`config.mk`:
```
export PLATFORM = sky130hd
export DESIGN_NAME = mem_wb_stage
export DESIGN_NICKNAME = d
export VERILOG_FILES = /design/src/rtl/mem_wb_stage_pkg.sv /design/src/rtl/mem_wb_stage_load_data_align.sv /design/src/rtl/mem_wb_stage.sv
export SDC_FILE = /design/constraint.sdc
export NUM_CORES = 1
export LEC_CHECK = 0
export ABC_CLOCK_PERIOD_IN_PS = 1080
export CORE_AREA = 4 4 161 163
export DETAILED_ROUTE_END_ITERATION = 10
export DIE_AREA = 0 0 165 167
export PLACE_DENSITY = 0.73
export SETUP_SLACK_MARGIN = 0.1
export SYNTH_ARGS = -nofsm -noshare
export SYNTH_HDL_FRONTEND = slang
export SYNTH_HIERARCHICAL = 1
export SYNTH_SLANG_ARGS = --single-unit
```
`constraint.sdc`:
```
create_clock -name clock -period 1.08 [get_ports clock]
set_input_delay 0.108 -clock clock [delete_from_list [all_inputs] [get_ports clock]]
set_output_delay 0.108 -clock clock [all_outputs]
set_load 0.005 [all_outputs]
```
`src/rtl/mem_wb_stage_pkg.sv`:
```
// Shared widths, load-size encoding and size decode for the MEM/WB stage.
package mem_wb_stage_pkg;

    localparam int DATA_W_DEF     = 64;
    localparam int REG_ADDR_W_DEF = 5;
    localparam int PC_W_DEF       = 64;

    // One-hot bit positions of the load size field
    localparam int SIZE_B = 0;
    localparam int SIZE_H = 1;
    localparam int SIZE_W = 2;
    localparam int SIZE_D = 3;

    typedef enum logic [1:0] {
        LD_SEL_B = 2'd0,
        LD_SEL_H = 2'd1,
        LD_SEL_W = 2'd2,
        LD_SEL_D = 2'd3
    } ld_sel_e;

    // Narrowest set bit wins; an all-zero size falls through to a full dword.
    function automatic ld_sel_e decode_size(input logic [3:0] size);
        if (size[SIZE_B])      return LD_SEL_B;
        else if (size[SIZE_H]) return LD_SEL_H;
        else if (size[SIZE_W]) return LD_SEL_W;
        else                   return LD_SEL_D;
    endfunction

endpackage

```
`src/rtl/mem_wb_stage_load_data_align.sv`:
```
// Extracts, right-aligns and extends a B/H/W/D field from a raw 8-byte-aligned dword.
module load_data_align
    import mem_wb_stage_pkg::*;
#(
    parameter int DATA_W = DATA_W_DEF
) (
    input  logic [DATA_W-1:0] i_raw,
    input  logic [2:0]        i_offset,
    input  logic [3:0]        i_size,
    input  logic              i_unsigned,
    output logic [DATA_W-1:0] o_aligned
);

    logic [5:0]  w_shamt;
    logic [31:0] w_sh;
    logic        w_ext;

    assign w_shamt = {i_offset, 3'b000};
    // Only the low word of the shifted dword can ever be selected; fields that run off the top are truncated.
    assign w_sh    = 32'(i_raw >> w_shamt);

    always_comb begin
        o_aligned = i_raw;
        w_ext     = 1'b0;
        case (decode_size(i_size))
            LD_SEL_B: begin
                w_ext     = ~i_unsigned & w_sh[7];
                o_aligned = {{(DATA_W-8){w_ext}}, w_sh[7:0]};
            end
            LD_SEL_H: begin
                w_ext     = ~i_unsigned & w_sh[15];
                o_aligned = {{(DATA_W-16){w_ext}}, w_sh[15:0]};
            end
            LD_SEL_W: begin
                w_ext     = ~i_unsigned & w_sh[31];
                o_aligned = {{(DATA_W-32){w_ext}}, w_sh[31:0]};
            end
            default: o_aligned = i_raw;
        endcase
    end

endmodule

```
`src/rtl/mem_wb_stage.sv`:
```
// MEM/WB pipeline register: captures retiring results, aligns load data, drives writeback and forwarding.
module mem_wb_stage
    import mem_wb_stage_pkg::*;
#(
    parameter int DATA_W     = DATA_W_DEF,
    parameter int REG_ADDR_W = REG_ADDR_W_DEF,
    parameter int PC_W       = PC_W_DEF
) (
    input  logic                  clock,
    input  logic                  reset_n,
    input  logic                  flush,
    input  logic                  mem_stall,
    input  logic                  mem_valid,
    input  logic [PC_W-1:0]       mem_pc,
    input  logic [REG_ADDR_W-1:0] mem_rd,
    input  logic                  mem_rd_wen,
    input  logic [DATA_W-1:0]     mem_alu_result,
    input  logic                  mem_is_load,
    input  logic [2:0]            mem_ls_offset,
    input  logic [3:0]            mem_ls_size,
    input  logic                  mem_ls_unsigned,
    input  logic                  opload_operation_done,
    input  logic [DATA_W-1:0]     opload_read_data,
    output logic                  wb_valid,
    output logic [PC_W-1:0]       wb_pc,
    output logic [REG_ADDR_W-1:0] wb_rd,
    output logic                  wb_rd_wen,
    output logic [DATA_W-1:0]     wb_data,
    output logic                  fwd_valid,
    output logic [REG_ADDR_W-1:0] fwd_rd,
    output logic [DATA_W-1:0]     fwd_data,
    output logic                  load_err
);

    logic [DATA_W-1:0]     w_aligned;
    logic [DATA_W-1:0]     w_result;
    logic                  w_load_miss;
    logic                  w_rd_wen;

    logic                  r_wb_valid;
    logic [PC_W-1:0]       r_wb_pc;
    logic [REG_ADDR_W-1:0] r_wb_rd;
    logic                  r_wb_rd_wen;
    logic [DATA_W-1:0]     r_wb_data;
    logic                  r_load_err;

    load_data_align #(.DATA_W(DATA_W)) u_align (
        .i_raw      (opload_read_data),
        .i_offset   (mem_ls_offset),
        .i_size     (mem_ls_size),
        .i_unsigned (mem_ls_unsigned),
        .o_aligned  (w_aligned)
    );

    // Load data is only valid in the done cycle; a load retiring without it writes zero.
    assign w_load_miss = mem_valid & mem_is_load & ~opload_operation_done;
    assign w_result    = ~mem_is_load           ? mem_alu_result :
                         opload_operation_done  ? w_aligned      : '0;
    assign w_rd_wen    = mem_valid & mem_rd_wen & (mem_rd != '0);

    always_ff @(posedge clock or negedge reset_n) begin
        if (!reset_n) begin
            r_wb_valid  <= 1'b0;
            r_wb_pc     <= '0;
            r_wb_rd     <= '0;
            r_wb_rd_wen <= 1'b0;
            r_wb_data   <= '0;
            r_load_err  <= 1'b0;
        end else if (flush || mem_stall) begin
            // Squash or bubble: data fields hold their last value.
            r_wb_valid  <= 1'b0;
            r_wb_rd_wen <= 1'b0;
        end else begin
            r_wb_valid  <= mem_valid;
            r_wb_pc     <= mem_pc;
            r_wb_rd     <= mem_rd;
            r_wb_rd_wen <= w_rd_wen;
            r_wb_data   <= w_result;
            if (w_load_miss) r_load_err <= 1'b1;
        end
    end

    assign wb_valid  = r_wb_valid;
    assign wb_pc     = r_wb_pc;
    assign wb_rd     = r_wb_rd;
    assign wb_rd_wen = r_wb_rd_wen;
    assign wb_data   = r_wb_data;
    assign fwd_valid = r_wb_rd_wen;
    assign fwd_rd    = r_wb_rd;
    assign fwd_data  = r_wb_data;
    assign load_err  = r_load_err;

endmodule

```
# Word level (Yosys, flattened, before mapping)
# Cells that the tools add are included.
# totals
ff_bits	136
# classes
n_eq_ne	2
n_shift	1
n_mux	8
bitwise	10
reduce_logical	4
# op_table
op	count
case mux 64 bit (3 select lines)	1
2-to-1 mux 64 bit	2
>> shifter 64 x 6 -> 32 bit	1
bitwise AND 1 bit	7
nonzero test 5 bit	1
2-to-1 mux 2 bit	2
2-to-1 mux 1 bit	3
inverter 1 bit	3
== test 2 x 1 -> 1 bit (second input constant)	1
== test 2 bit (second input constant)	1
zero test 2 bit	1
AND reduction 2 bit	1
logical OR 1 bit	1

# Logic depth before layout (Yosys ltp)
# Gate-level depths: netlist of run 1.
# depth
ltp_word	7
mapped_depth	10

# Hierarchy
# The synthesis of run 1 kept the hierarchy.
# modules_own_cells
mod	n_inst	cells_each	area_per_inst_um2	seq_area_each_um2
mem_wb_stage	1	586	7226.9	3403.3
load_data_align	1	351	2346.0	0.0

# Least setup slack after synthesis of run 1
# No wires, ideal clock.
# synth_path
kind	input-to-reg
from	input mem_ls_offset[0]
to	register r_wb_data[39], in the netlist fwd_data[39]
setup_time_ps	82
arrival_time_ps	1768
path_slack_ps	-770
stages	9
path_buffers	3
cell_sequence	buf_6 mux2i_1 mux4_2 or3b_4 buf_6 buf_6 o2111ai_2 nand3_1 a31oi_1
# synth_via
elab_chain_len	5
word_cells_on_any_way	7
classes_between	shift (1); mux (3); bitwise (3)
# synth_lines
element	line_no	source
start: declaration	mem_wb_stage.sv:19	input logic [2:0] mem_ls_offset,
>> shifter 64 x 6 -> 32 bit (*)	mem_wb_stage_load_data_align.sv:20	assign w_sh = 32'(i_raw >> w_shamt);
bitwise AND 1 bit (on tied branches)	mem_wb_stage_load_data_align.sv:35, mem_wb_stage_load_data_align.sv:27, mem_wb_stage_load_data_align.sv:31	
case mux 64 bit (3 select lines) (*)	mem_wb_stage_load_data_align.sv:25	case (decode_size(i_size))
named net w_aligned[39]	mem_wb_stage.sv:35	logic [DATA_W-1:0] w_aligned;
2-to-1 mux 64 bit (*)	mem_wb_stage.sv:58	opload_operation_done ? w_aligned : '0;
2-to-1 mux 64 bit (*)	mem_wb_stage.sv:57	assign w_result = ~mem_is_load ? mem_alu_result :
end signal: assignment	mem_wb_stage.sv:78	r_wb_data <= w_result;
end: declaration	mem_wb_stage.sv:44	logic [DATA_W-1:0] r_wb_data;
# Mark *: on every way through the listed nets, which the timed path passes. The rest lies on a longest branch.
# A chain may end at the register's enable or synchronous reset.

# Final worst setup path of run 1
# layout_path
from	input mem_ls_offset[0]
to	register r_wb_data[28], in the netlist fwd_data[28]
# layout_via
elab_chain_len	5
word_cells_on_any_way	6
classes_between	shift (1); mux (3); bitwise (2)
# layout_lines
element	line_no
>> shifter 64 x 6 -> 32 bit (*)	mem_wb_stage_load_data_align.sv:20
bitwise AND 1 bit (on tied branches)	mem_wb_stage_load_data_align.sv:31, mem_wb_stage_load_data_align.sv:27
case mux 64 bit (3 select lines) (*)	mem_wb_stage_load_data_align.sv:25
named net w_aligned[28]	mem_wb_stage.sv:35
2-to-1 mux 64 bit (*)	mem_wb_stage.sv:58
2-to-1 mux 64 bit (*)	mem_wb_stage.sv:57
# Marked as above.

==> results of run 1 <==
[final timing paths]
| check | depth (start not counted) | slack (ns) | end | startpoint |
|---|---|---|---|---|
| setup / recovery | 9 | -0.60 | fwd_data[28]$_DFFE_PN0P_ | mem_ls_offset[0] |
| hold reg to reg | 1 | 0.48 | load_err$_DFFE_PN0P_ | load_err$_DFFE_PN0P_ |
| min in group asynchronous | 2 | 0.14 | wb_pc[1]$_DFFE_PN0P_ | reset_n |
| hold / removal | 3 | 0.07 | fwd_data[30]$_DFFE_PN0P_ | opload_operation_done |
| setup reg to reg | 5 | -0.10 | fwd_data[35]$_DFFE_PN0P_ | fwd_data[35]$_DFFE_PN0P_ |
| max in group asynchronous | 3 | 0.45 | fwd_data[29]$_DFFE_PN0P_ | reset_n |
[worst max-delay path, stage by stage]
cell	delay (ns)
buf_12	0.11
mux2i_1	0.11
mux4_2	0.51
or3b_4	0.51
buf_4	0.18
o311ai_4	0.06
buf_6	0.15
nand3_2	0.07
a31oi_1	0.18
[registers in the layout, indices dropped and copies added (netlist names)]
| signal | cells |
|---|---|
| fwd_data | 64 |
| fwd_valid | 1 |
| fwd_rd | 5 |
| load_err | 1 |
| wb_valid | 1 |
| wb_pc | 64 |
[cell type report]
| type | instances | area (um^2) | area share [%] |
|---|---|---|---|
| repair buffers | 730 | 6520 | 39.5 |
| multi-input cells | 626 | 5520 | 33.4 |
| flip-flops and latches | 136 | 3410 | 20.6 |
| clock buffers | 18 | 439 | 2.66 |
| well taps | 324 | 405 | 2.46 |
| clock inverters | 14 | 155 | 0.940 |
| inverters | 13 | 48.8 | 0.296 |
| diodes | 4 | 10.0 | 0.0607 |
[kinds of logic (layout without fill, tap and decap cells)]
family                 after synthesis  in the layout  share of synthesized area [%]
AND/OR/NAND/NOR                    263            264                           14.2
AO/OA/AOI/OAI                      223            223                           18.1
buffers and inverters              176            775                           13.1
multiplexers                       139            139                           19.1
flip-flops                         136            136                           35.6
other                                0              4                              0
[metrics by stage]
stage | TNS [ns] | instance area [um^2] | power [W]
final | -34.97 | 16500 | 0.0207
after global routing | -42.57 | 16500 | 0.0215
after CTS | -34.65 | 15700 | 0.0198
after detailed placement | -100.74 | 14400 | 0.0133
after global placement | -95.81 | 14400 | 0.0132
after floorplan | -42.85 | 9660 | 0.00946
[routing by layer]
metal | part of all wire, % | GRT usage [%]
met1 | 38 | 35.9
met2 | 50 | 51.1
met3 | 7.0 | 5.51
met4 | 4.8 | 13.0
met5 | 0.070 | 0
[synth_stat cells, drive strengths merged]
| cell | count | area, um^2 |
|---|---|---|
| a2111oi | 3 | 26.3 |
| a211oi | 7 | 52.6 |
| a21oi | 10 | 50.1 |
| a22oi | 7 | 52.6 |
| a2bb2oi | 1 | 8.76 |
| a31oi | 71 | 444 |
| a41o | 1 | 10.0 |
| and2 | 2 | 12.5 |
| buf | 131 | 1040 |
| clkbuf | 32 | 160 |
| dfrtp | 136 | 3400 |
| inv | 13 | 48.8 |
| mux2 | 70 | 1040 |
| mux2i | 61 | 611 |
| mux4 | 8 | 180 |
| nand2 | 37 | 139 |
| nand2b | 68 | 425 |
| nand3 | 64 | 320 |
| nand4 | 29 | 181 |
| nor2 | 54 | 219 |
| nor2b | 2 | 12.5 |
| nor3 | 2 | 10.0 |
| o2111a | 1 | 11.3 |
| o2111ai | 4 | 60.1 |
| o21ai | 20 | 100 |
| o21ba | 64 | 641 |
| o221ai | 1 | 8.76 |
| o22ai | 5 | 31.3 |
| o311ai | 16 | 140 |
| o31ai | 8 | 60.1 |
| o32ai | 4 | 35.0 |
| or2 | 2 | 12.5 |
| or3 | 1 | 6.26 |
| or3b | 1 | 11.3 |
| or4 | 1 | 7.51 |
[power groups by stage]
stage / combinational [W] / clock [W] / sequential, W
2_1_floorplan: 0.00305 / 0 / 0.00641
3_3_place_gp: 0.00679 / 0 / 0.00644
3_5_place_dp: 0.00685 / 0 / 0.00648
4_1_cts: 0.00741 / 0.00608 / 0.00632
5_1_grt: 0.00866 / 0.00638 / 0.00648
6_report: 0.00822 / 0.00604 / 0.00640
[cells in the final DEF, fill, tap and decap left out, types with 8 or more instances in the layout]
cell | synthesis | final
clkdlybuf4s50_1 | 0 | 140
nand2b_1 | 68 | 68
buf_2 | 28 | 140
nand4_1 | 29 | 29
nand3_2 | 0 | 16
buf_4 | 70 | 190
mux4_2 | 8 | 8
nand2_1 | 37 | 37
nand3_1 | 64 | 47
clkbuf_2 | 0 | 13
o21ai_0 | 19 | 19
o311ai_4 | 0 | 11
dlygate4sd2_1 | 0 | 46
o21ba_2 | 53 | 53
dfrtp_1 | 136 | 134
buf_6 | 23 | 163
inv_1 | 13 | 13
mux2i_1 | 61 | 54
nor2_1 | 53 | 48
mux2_4 | 67 | 67
o21ba_1 | 11 | 11
buf_12 | 0 | 22
clkbuf_16 | 0 | 18
a31oi_1 | 71 | 70
[what timing repair did]
action	in CTS	in global routing
hold buffers	1	0
resized for setup	1089	143
cloned	2	1
endpoints found under the hold margin	136	0
buffers inserted	103	57
pin swaps	49	46
setup endpoints to repair	271	272
==> flow_summary.toml, run 1 <==
[status]
status = "complete, but fails checks"
violations = "negative setup slack"

[layout]
final_cell_count_no_fill = 1865
fillers = 1867
syn2layout_area_growth_pct = 72.3
fin_util_pct = 67.8
fin_nets = 1737
drive_gt1_share_pct = 50.9

[placed_design]
place_ws_ns = -1.74
gp_congestion = 0.930
dp.final_hpwl_um = 30200
placed_cells = 1677
io_buffers = 417

[hold_path]
hp-class = "input pin to register"

[detailed_routing]
final_antenna_net_count = 0
detail_route.iter0.violations = 791
viasPerCell = 5.50
wl_per_cell_um = 23.7
drc = 0
drt_wl_total_um = 44200
num_vias = 10300
dr.pass1.iters = 5

[clock_tree]
numCtsBuffers = 17
clk_pin_slew_ns = 0.07
cts_root_buf = "clkbuf_16"
htreeDepth = 4
cts.path.max_buffers = 2
cts.sinks = 136
clk_latency_ns = 0.42
cts_tree = "built"

[sta]
max_freq_mhz = 594
period_share_pct = 156
rsz0062_at_grt = "yes"
period_needed_ns = 1.68
holdWs_ns = 0.0690
hold_violations = 0
timing.final.ws_setup_ns = -0.603
skew_ns = 0
final_max_slew_viol_count = 0
worstMarginPinSlew_ns = 0.570
setup_viol = 148
max_slew_margin_pct = 61.8

[logic_synthesis]
syn-num-nets = 1150
avgSynthCellArea_um2 = 10.2
ys_seq_elements = 136
ys_types = 44
synthesis.area_um2 = 9570
ys.warnings.count = 6
yosysSeqAreaShare_pct = 35.6
syn_inst = 937

[floorplan]
io_pins = 419
die_area_um2 = 27600
start_util_pct = 39.4
rows = 57
die_w_um = 165
die_h_um = 167
core_region_area_um2 = 24300

[setup_path]
crit_path_end_kind = "register"
worstPathRequired_ns = 1.41
worst-setup-path-type = "input pin to register"
arrival_ns = 2.01
crit_fanout = 6
critPathLaunchType = "input pin"

[pwr]
internal_power_w = 0.0142
max-vdd-ir-drop_mv = 1.02
comb_power_share_pct = 39.8
seqPwrFrac_pct = 31.0
p_sw_share_pct = 31.3
p_switching_w = 0.00646
p_leak_nw = 7.64
clockPowerShare_pct = 29.2
power_density_nw_per_um2 = 1250

[global_routing]
antenna_found_initial = 6
grt_max_degree = 69
grt_pass1_vias = 10400
gr-total-overflow = 0
grt_pass1_wl_um = 63100
grt_usage_pct = 29.7

[run]
maxCapViolCount = 0
Power figures use the tool's default switching activity.
==> run 2: changes to the inputs <==
Settings changed: PLACE_DENSITY 0.73 to 0.68, SYNTH_HIERARCHICAL 1 to default.
==> run 2 against run 1 <==
  * Clock skew unchanged
  * Final cell count increased by 4.0%
  * Flip-flop and latch count unchanged
  * The flow still finishes with violations (negative setup slack)
  * Fmax increased by 16%
  * Largest power group unchanged
  * Final area increased by 2.0%
  * Via count increased by 0.90%
  * Register-to-register slack got worse by 0.02 ns
  * Critical path type unchanged
  * Non-clock buffer count increased by 59
  * Critical endpoint is now fwd_data[27]$_DFFE_PN0P_
  * Synthesized cell count increased by 0.32%
==> flow_summary.toml, run 2 <==
[global_routing]
grt_pass1_wl_um = 64800
antenna_found_initial = 4
busiest_layer = "met2"
met1_usage_pct = 37.1
gr-total-overflow = 0
grt_pass1_vias = 10600
grtUsageMet2_pct = 51.9
grtUsageMet3_pct = 7.56
grt_usage_pct = 30.9
grt_max_degree = 34

[logic_synthesis]
synth_edf_count = 0
ys_types = 48
synthTopCellsByArea = "dfrtp_1, nand2_1, buf_4"
synth_most_common_cell = "nand2_1"
synth-async-reset-ratio_pct = 100
synth.largest_area_cell = "dfrtp_1"
ys.warnings.count = 0
synth_top_area_share_pct = 40.4
yosysSeqAreaShare_pct = 40.4
syn_inst = 940
synth_ff_type = "dfrtp_1"
synthesis.area_um2 = 8420
avgSynthCellArea_um2 = 8.96
synth_commonest_cells = "nand2_1, dfrtp_1, buf_4"
syn-num-nets = 1153
ys_seq_elements = 136

[clock_tree]
cts.sinks = 136
cts.path.max_buffers = 2
htreeDepth = 4
clk_pin_slew_ns = 0.07
cts_root_buf = "clkbuf_16"
numCtsBuffers = 17
cts_tree = "built"
clk_latency_ns = 0.41

[run]
maxCapViolCount = 0

[floorplan]
die_h_um = 167
io_pins = 419
start_util_pct = 34.6
rows = 57
die_w_um = 165
core_region_area_um2 = 24300
die_area_um2 = 27600

[pwr]
power_density_nw_per_um2 = 1180
p_leak_nw = 8.12
seqPwrFrac_pct = 31.6
comb_power_share_pct = 39.3
max-vdd-ir-drop_mv = 0.799
internal_power_w = 0.0135
power_w = 0.0198
p_sw_share_pct = 31.8
clockPowerShare_pct = 29.1
p_switching_w = 0.00630

[placed_design]
gp_congestion = 0.946
dp.final_hpwl_um = 30000
io_buffers = 417
place_ws_ns = -1.06

[setup_path]
crit_fanout = 8
cpPeakStageDelay_ns = 0.48
startpoint = "mem_ls_offset[0]"
path_cells = "buf_12 -> mux2i_4 -> nor2_4 -> o41a_1 -> buf_4 -> o31ai_4 -> buf_6 -> buf_12 -> o21ai_2"
endpoint = "fwd_data[27]$_DFFE_PN0P_"
cp_slowest_cell = "o41a_1"
worst-setup-path-type = "input pin to register"
arrival_ns = 1.75
worstPathRequired_ns = 1.38
r2r-end = "fwd_data[26]$_DFFE_PN0P_"
crit_top_cell = "buf_12"
crit_path_end_kind = "register"
worst-r2r-setup-slack_ns = -0.12
critPathLaunchType = "input pin"
reg2reg_from = "fwd_data[26]$_DFFE_PN0P_"
r2r_cells = 4

[sta]
rsz0062_at_grt = "yes"
period_needed_ns = 1.45
skew_ns = 0
final_max_slew_viol_count = 0
max_slew_margin_pct = 75.7
worstMarginPinSlew_ns = 0.355
max_freq_mhz = 689
timing.final.ws_setup_ns = -0.371
period_share_pct = 134
hold_violations = 0
setup_viol = 156
fin_tns_setup_ns = -23.60

[layout]
fillers = 1808
final_cell_mix = "nand2_1, buf_4, buf_6"
syn2layout_area_growth_pct = 99.9
mostFrequentLayoutCell = "nand2_1"
fin_nets = 1813
drive_gt1_share_pct = 50.3

[hold_path]
hp-class = "input pin to register"

[detailed_routing]
detail_route.iter0.violations = 725
num_vias = 10300
wl_per_cell_um = 23.1
viasPerCell = 5.33
dr.pass1.iters = 5
drt_wl_total_um = 44800
final_antenna_net_count = 0
drc = 0

[status]
violations = "negative setup slack"
status = "complete, but fails checks"
[run 2: final cells by class]
cell class                      instances  area, um^2  area share [%]
Timing Repair Buffer                  789        7730            45.9
Multi-Input combinational cell        652        4700            27.9
Sequential cell                       136        3410            20.3
Clock buffer                           18         439            2.61
Tap cell                              324         405            2.41
Clock inverter                         14         125           0.743
Inverter                                4        15.0          0.0892
Antenna cell                            3        7.51          0.0446
[run 2: worst min path at each step]
stage	slack [ns]	depth (start not counted)	startpoint	end
finish	0.03	3	opload_read_data[31]	fwd_data[31]$_DFFE_PN0P_
global placement	0.02	1	reset_n	wb_pc[17]$_DFFE_PN0P_
CTS	0.002	3	opload_read_data[31]	fwd_data[31]$_DFFE_PN0P_
global route	0.03	3	opload_read_data[31]	fwd_data[31]$_DFFE_PN0P_
floorplan	-0.19	0	reset_n	fwd_data[0]$_DFFE_PN0P_
detailed placement	0.02	1	reset_n	wb_pc[17]$_DFFE_PN0P_
[run 2: cell families after synthesis]
family | synth area share [%]
DFF | 40.4
buffers and inverters | 11.0
AOI/OAI and AO/OA | 19.0
muxes | 10.2
and+or+nand+nor | 19.4
[run 2: timing repair]
action	in CTS	in global routing
resized for setup	1186	141
hold buffers	1	0
setup endpoints to repair	339	315
cloned	19	5
pin swaps	73	34
hold endpoints to repair	136	0
buffers inserted	161	43
[run 2: per-stage QoR]
stage | utilization [%] | hold WS (ns) | cells | area, um^2
2_1_floorplan | - | -0.188 | 940 | 8680
3_3_place_gp | 56.4 | 0.0174 | 1708 | 13700
3_5_place_dp | 56.4 | 0.0242 | 1708 | 13700
4_1_cts | 67.2 | 0.00214 | 1919 | 16400
5_1_grt | 69.2 | 0.0260 | 1939 | 16800
6_report | 69.2 | 0.0286 | 1940 | 16800
[run 2: per-layer routing]
metal | vias up | part of all wire (%)
li1 | 4578 | -
met1 | 4986 | 38
met2 | 640 | 49
met3 | 142 | 8.4
met4 | 2 | 5.0
met5 | - | 0.029
[run 2: worst max-delay path, delay by kind of cell]
| family | cells | cell delay, ns |
|---|---|---|
| buf+inv | 4 | 0.58 |
| compound gates | 3 | 0.72 |
| simple gates | 1 | 0.05 |
| mux | 1 | 0.27 |
[run 2: power groups by stage]
stage / Clock [W] / Combinational, W / Sequential, W
floorplan: 0 / 0.00227 / 0.00631
global placement: 0 / 0.00576 / 0.00640
detailed placement: 0 / 0.00581 / 0.00642
CTS: 0.00583 / 0.00734 / 0.00620
global route: 0.00611 / 0.00824 / 0.00633
finish: 0.00576 / 0.00779 / 0.00626
